<file path="src/rtl/game_status_tracker.sv">
// Brick-breaker level status tracker: remaining brick health, player lives and a
// four-state level FSM (IDLE / PLAYING / WON / LOST) with a one-cycle win pulse.
module game_status_tracker #(
  parameter int HEALTH_W    = 10,
  parameter int LIVES_W     = 3,
  parameter int START_LIVES = 3,
  parameter int DMG_W       = 2
) (
  input  logic                clk,
  input  logic                resetn,
  input  logic                level_load,
  input  logic [HEALTH_W-1:0] total_health,
  input  logic                game_write,
  input  logic                brick_hit,
  input  logic [DMG_W-1:0]    hit_damage,
  input  logic                ball_lost,
  output logic [HEALTH_W-1:0] health_remaining,
  output logic [LIVES_W-1:0]  lives_remaining,
  output logic                playing,
  output logic                win_occurred,
  output logic                lose_occurred,
  output logic                win_pulse
);

  typedef enum logic [1:0] {
    ST_IDLE    = 2'd0,
    ST_PLAYING = 2'd1,
    ST_WON     = 2'd2,
    ST_LOST    = 2'd3
  } state_t;

  localparam logic [LIVES_W-1:0] START_LIVES_V = LIVES_W'(START_LIVES);
  localparam logic [LIVES_W-1:0] ONE_LIFE      = LIVES_W'(1);

  state_t                state_reg, state_next;
  logic [HEALTH_W-1:0]   health_reg, health_next;
  logic [LIVES_W-1:0]    lives_reg, lives_next;
  logic                  win_pulse_reg, win_pulse_next;

  // Damage widened to the health width so the saturating subtract compares like with like.
  logic [HEALTH_W-1:0]   damage_ext;
  logic [HEALTH_W-1:0]   hit_health;

  assign damage_ext = HEALTH_W'(hit_damage);

  // Health after applying the current hit, clamped at zero instead of wrapping.
  always_comb begin
    hit_health = health_reg;
    if (brick_hit) begin
      if (health_reg > damage_ext)
        hit_health = health_reg - damage_ext;
      else
        hit_health = '0;
    end
  end

  // State and counter registers; reset forces a fresh game in IDLE.
  always_ff @(posedge clk) begin
    if (!resetn) begin
      state_reg     <= ST_IDLE;
      health_reg    <= '0;
      lives_reg     <= START_LIVES_V;
      win_pulse_reg <= 1'b0;
    end else begin
      state_reg     <= state_next;
      health_reg    <= health_next;
      lives_reg     <= lives_next;
      win_pulse_reg <= win_pulse_next;
    end
  end

  // Next-state logic: level_load beats game events; a winning hit beats a lost ball.
  always_comb begin
    state_next     = state_reg;
    health_next    = health_reg;
    lives_next     = lives_reg;
    win_pulse_next = 1'b0;
    if (level_load) begin
      health_next = total_health;
      // A load from IDLE or LOST starts a new game; from PLAYING or WON lives carry over.
      if (state_reg == ST_IDLE || state_reg == ST_LOST)
        lives_next = START_LIVES_V;
      if (total_health == '0) begin
        state_next     = ST_WON;
        win_pulse_next = 1'b1;
      end else begin
        state_next = ST_PLAYING;
      end
    end else if (state_reg == ST_PLAYING && game_write) begin
      health_next = hit_health;
      if (brick_hit && hit_health == '0) begin
        // Level cleared: the simultaneous lost ball (if any) is forgiven.
        state_next     = ST_WON;
        win_pulse_next = 1'b1;
      end else if (ball_lost) begin
        lives_next = lives_reg - ONE_LIFE;
        if (lives_reg == ONE_LIFE)
          state_next = ST_LOST;
      end
    end
  end

  // Output decode straight from registered state and counters.
  always_comb begin
    health_remaining = health_reg;
    lives_remaining  = lives_reg;
    playing          = (state_reg == ST_PLAYING);
    win_occurred     = (state_reg == ST_WON);
    lose_occurred    = (state_reg == ST_LOST);
    win_pulse        = win_pulse_reg;
  end

endmodule

</file>
<file path="config.mk">
export PLATFORM = sky130hd
export DESIGN_NAME = game_status_tracker
export DESIGN_NICKNAME = d
export VERILOG_FILES = /design/src/rtl/game_status_tracker.sv
export SDC_FILE = /design/constraint.sdc
export NUM_CORES = 1
export LEC_CHECK = 0
export ABC_AREA = 1
export BUFFER_PORTS_ARGS = -buffer_cell sky130_fd_sc_hd__buf_2
export CAP_MARGIN = 20
export CORE_UTILIZATION = 52
export DETAILED_ROUTE_END_ITERATION = 10
export PLACE_DENSITY = 0.79
export SKIP_CTS_REPAIR_TIMING = 1
export SYNTH_ARGS = -nofsm -noshare
export SYNTH_HDL_FRONTEND = slang
export SYNTH_SLANG_ARGS = --single-unit
</file>
<file path="constraint.sdc">
create_clock -name clk -period 2.6 [get_ports clk]
set_input_delay 0.52 -clock clk [delete_from_list [all_inputs] [get_ports clk]]
set_output_delay 0.52 -clock clk [all_outputs]
set_load 0.01 [all_outputs]
</file>
* After elaboration in Yosys (flattened, before gate mapping)
Index checks and enable logic that the tools add are counted. Widths: inputs -> output; s select.
Storage, ports and cells: bits in registers 16, input port bits 18, output and inout bits 17, logic and storage cells 44
Operators by class: reduce and logical (&&, ||, !) cells 12, muxes and demuxes 19, $lt $le $gt $ge 1, $add $sub $neg 2, equal/unequal tests 6
Operators by type and width (count):
- $mux 10 | 4
- $logic_not 10->1 | 2
- $mux 3 | 5
- $mux 2 | 6
- $gt 10x2->1 | 1
- $sub 10x2->10 | 1
- $reduce_bool 3->1 | 2
- $eq 2x2->1 const B | 2
- $mux 1 | 4
- $reduce_and 4->1 | 1
- $reduce_bool 2->1 | 2
- $eq 3x1->1 const B | 1
- $reduce_and 3->1 | 1
- $sub 3x1->3 const B | 1
- $eq 2x1->1 const B | 1
- $logic_and 1x1->1 | 2
- $logic_not 2->1 | 1
- $ne 2x1->1 const B | 1
- $ne 2x2->1 const B | 1
- $logic_or 1x1->1 | 1

* Longest topological paths before layout
depth in word-level cells 8, gate-level depth with buffers 17, depth with buffers taken out 17

* Worst setup path before layout
OpenSTA, ideal clock, no wires.
path kind in2reg, start input port hit_damage[0], end register lives_reg[2] (netlist: lives_remaining[2]), slack 0.445 ns, cell stages on the path 14, data required time 2.467 ns, path buffers 0, arrival 2.022 ns, library setup time 0.133 ns, path through ha_1 -> fa_1 -> a21oi_1 -> nor2_4 -> nand2_4 -> nand3_1 -> nand3_1 -> nor2_2 -> nand2_2 -> nand2_4 -> nand2_4 -> nand2_4 -> nand2_2 -> a21oi_2
Between the ends: longest elaborated chain between the ends 7, elaborated cells on any way between the ends 8, those cells by class add/sub: 1; order compare: 1; eq/ne: 1; mux: 2; reduce/logical: 3
RTL lines:
- start, declared | line 15 | input logic [DMG_W-1:0] hit_damage,
- $sub 10x2->10 or $gt 10x2->1 (tied branches) | line 51, 50
- $mux 10 (*) | line 50 | if (health_reg > damage_ext)
- $mux 10 (*) | line 49 | if (brick_hit) begin
- $logic_not 10->1 (*) | line 91 | if (brick_hit && hit_health == '0) begin
- $logic_and 1x1->1 (*) | line 91
- $ne 2x2->1 (no source line) (*)
- $reduce_and 4->1 (no source line) (*)
- end signal, assigned | line 67 | lives_reg <= lives_next;
- end, declared | line 37 | logic [LIVES_W-1:0] lives_reg, lives_next;
Mark *: on every way between the ends. The rest lies on a longest branch, timed or not. A chain may end at the register's enable or synchronous reset.

* Final worst setup path
start register health_reg[0] (netlist: health_remaining[0]), end register lives_reg[2] (netlist: lives_remaining[2])
Between the ends: longest elaborated chain between the ends 7, elaborated cells on any way between the ends 8, those cells by class add/sub: 1; order compare: 1; eq/ne: 1; mux: 2; reduce/logical: 3
RTL lines:
- start, declared | line 36 | logic [HEALTH_W-1:0] health_reg, health_next;
- start signal, assigned | line 66 | health_reg <= health_next;
- $sub 10x2->10 or $gt 10x2->1 (tied branches) | line 51, 50
- $mux 10 | line 50
- $mux 10 (*) | line 49
- $logic_not 10->1 (*) | line 91
- $logic_and 1x1->1 (*) | line 91
- $ne 2x2->1 (no source line) (*)
- $reduce_and 4->1 (no source line) (*)
Marks and branches as above.

==> impl_metrics.tcl <==
set metrics [dict create \
    cts_tree "built" \
    io_pins 35 \
    fin_crit_sh 0.885 \
    wl_per_cell_um 12.5 \
    overflow 0 \
    cts_root_buffer "clkbuf_4" \
    synth_common_cells "nand2_1, nand3_1, inv_1, dfxtp_1, nor2_1" \
    synth_top_area_frac 0.252 \
    nets 252 \
    critPathCaptureType "register" \
    power.internal_mw 0.395 \
    p_sw_frac 0.374 \
    p_leak_nw 0.735 \
    fillers 231 \
    hold_path.startpoint "resetn" \
    critical_path_depth 15 \
    tightest_slew_ns 0.618 \
    area_growth_pct 16.7 \
    synth_cells 191 \
    clockBufferDepth 2 \
    synth_area_um2 1270 \
    cp_max_fo 19 \
    layoutNonFillerInstCount 252 \
    critPathMaxStageDelay_ns 0.40 \
    synth_top_area_cell "dfxtp_1" \
    rr_worst_depth 15 \
    cp_slowest_cell "fa_1" \
    power_frac_comb 0.343 \
    rows 17 \
    cp_common_cell "nand2_4" \
    drc 0 \
    reg2reg_setup_slack_ns 0.30 \
    critPathTopFamily "simple AND/OR/NAND/NOR gates" \
    clock_skew_ns 0.00553 \
    track_usage 0.259 \
    worstSetupPathType "register to register" \
    antenna_cells 0 \
    hold_depth 2 \
    gp_congestion 0.913 \
    grt_pass1_vias 1292 \
    drt_first_iter_violations 24 \
    max_freq_mhz 435 \
    cts_num_sinks 16 \
    place_inst 249 \
    port_buffers 34 \
    hold_path.class "primary input to register" \
    synth_seq_cells 16 \
    synth.most_common_cell "nand2_1" \
    finalCriticalPeriod_ns 2.30 \
    fin_tns_setup_ns 0 \
    drtAntennaViolNets 0 \
    setup_viol 0 \
    p_sw_mw 0.236 \
    grt_start_max_net_pins 20 \
    final_layout_size_suffix_gt1_frac 0.272 \
    power_frac_seq 0.447 \
    htreeDepth 1 \
    cp.arrival_ns 2.47 \
    synthArstFlopShare 0 \
    numCtsBuffers 3 \
    fp.dieW_um 51.5 \
    dieArea_um2 2650 \
    initial_core_util 0.564 \
    insertion_delay_ns 0.29 \
    avgSynthCellArea_um2 6.66 \
    worstHoldEndpoint "lives_remaining[0]" \
    wl_met2_um 1530 \
    m1WireLength_um 1440 \
    design.core.area_um2 2250 \
    status "completed" \
    cellPowerDensity_nw_per_um2 425 \
    yosysSeqAreaShare 0.252 \
    clkSlewWorstSetupHoldPaths_ns 0.09 \
    die-height_um 51.5 \
    synthTopCellsByArea "dfxtp_1, nand2_1, nand3_1" \
    r2r-end "lives_remaining[2]" \
    cap_violations 0 \
    crit_buf_inv 1 \
    finalHoldViolations 0 \
    via_per_inst 5.37 \
    synth_edf_count 0 \
    grt_setup_unrepaired "no" \
    synthFlopType "dfxtp_1" \
    highest_layer "met4" \
    wl_um 3160 \
    ys_types 22 \
    drv_slew 0 \
    grt_pass1_wl_um 5210 \
    num_vias 1352 \
    startpoint_type "register" \
    vdd_drop_max_uv 333 \
    place_hpwl_um 2500 \
    relSlewSlack 0.583 \
    p_clk_frac 0.210 \
    antenna_found_initial 0 \
    syn-num-nets 217 \
    largest_reg_flops 10 \
    rr_startpoint "health_remaining[0]" \
    ys_warn_count 0 \
    cp.required_ns 2.77 \
    route.met3.wl_um 153 \
    drtPass1Iterations 4 \
    path_cells "inv_1, ha_1, fa_1, a21oi_1, nor2_4, nand2_4, nand3_1, nand3_1, nor2_2, nand2_2, nand2_4, nand2_4, nand2_4, nand2_2, a21oi_2" \
]
## logic make-up (layout without fill, tap and decap cells)
| group | Yosys count | in the layout | share of synthesized area |
|---|---|---|---|
| compound gates | 22 | 22 | 0.110 |
| xor+xnor | 3 | 3 | 0.0207 |
| fa+ha+maj | 8 | 8 | 0.0846 |
| buf+inv | 27 | 60 | 0.0796 |
| flops | 16 | 16 | 0.252 |
| simple gates | 115 | 115 | 0.453 |
## power by group through the flow
stage / Combinational [mW] / Sequential, mW / Clock, mW
5_1_grt: 0.246 / 0.285 / 0.146
6_report: 0.216 / 0.282 / 0.133
3_5_place_dp: 0.214 / 0.288 / 0
4_1_cts: 0.216 / 0.282 / 0.131
3_3_place_gp: 0.208 / 0.287 / 0
2_1_floorplan: 0.151 / 0.289 / 0
## worst reg2reg max path, delay by kind of cell, from the launching register on
kind / cells / cell delay (ns)
adder cells (fa/ha/maj): 2 / 0.60
AO/OA/AOI/OAI: 2 / 0.29
flip-flops: 1 / 0.38
AND/OR/NAND/NOR: 10 / 0.85
buffers and inverters: 1 / 0.06
## layer usage
layer,track usage,up-vias
met2,0.461,43
met1,0.307,603
li1,-,700
met5,0,-
met3,0.0595,6
met4,0.0676,0
## metrics by stage
stage | worst slack (ns) | utilization | total power, mW | cell area [um2] | hold slack (ns)
global placement | 0.188 | 0.649 | 0.495 | 1460 | 0.475
floorplan | 0.445 | - | 0.440 | 1270 | 0.500
global route | 0.0832 | 0.659 | 0.677 | 1490 | 0.460
finish | 0.299 | 0.659 | 0.631 | 1490 | 0.450
CTS | 0.315 | 0.659 | 0.629 | 1490 | 0.461
detailed placement | 0.114 | 0.649 | 0.502 | 1460 | 0.476
## cells in the final DEF, fill, tap and decap left out
master / synthesis / routed
nand2_4: 6 / 6
fa_1: 1 / 1
inv_1: 20 / 20
o21ai_0: 6 / 6
a21oi_1: 1 / 1
a31oi_1: 10 / 10
buf_2: 0 / 34
nand3_1: 24 / 24
ha_1: 7 / 7
inv_2: 3 / 3
nor2_4: 4 / 4
nand2_2: 4 / 4
a21oi_2: 4 / 4
nor4_1: 3 / 3
xnor2_1: 1 / 1
xor2_1: 2 / 2
clkbuf_4: 0 / 3
o31ai_1: 1 / 1
dfxtp_1: 16 / 16
nand2_1: 54 / 54
nand4_1: 6 / 6
nor2_1: 11 / 11
nor2_2: 3 / 3
## final cells by class
class                   instances  area (um2)  share of cell area
clock buffers                   3        22.5              0.0152
inverters                      23        86.3              0.0581
multi-input cells             148         851               0.573
flip-flops and latches         16         320               0.216
well taps                      28        35.0              0.0236
repair buffers                 34         170               0.115
## how the worst max path moves through the flow
stage | start | to | slack (ns)
after detailed placement | hit_damage[0] | lives_remaining[2] | 0.11
after global placement | hit_damage[0] | lives_remaining[1] | 0.19
after CTS | health_remaining[0] | lives_remaining[2] | 0.31
final | health_remaining[0] | lives_remaining[2] | 0.30
after global routing | health_remaining[0] | lives_remaining[1] | 0.08
after floorplan | hit_damage[0] | lives_remaining[2] | 0.44
No activity file was read; power rests on OpenSTA's default activity.
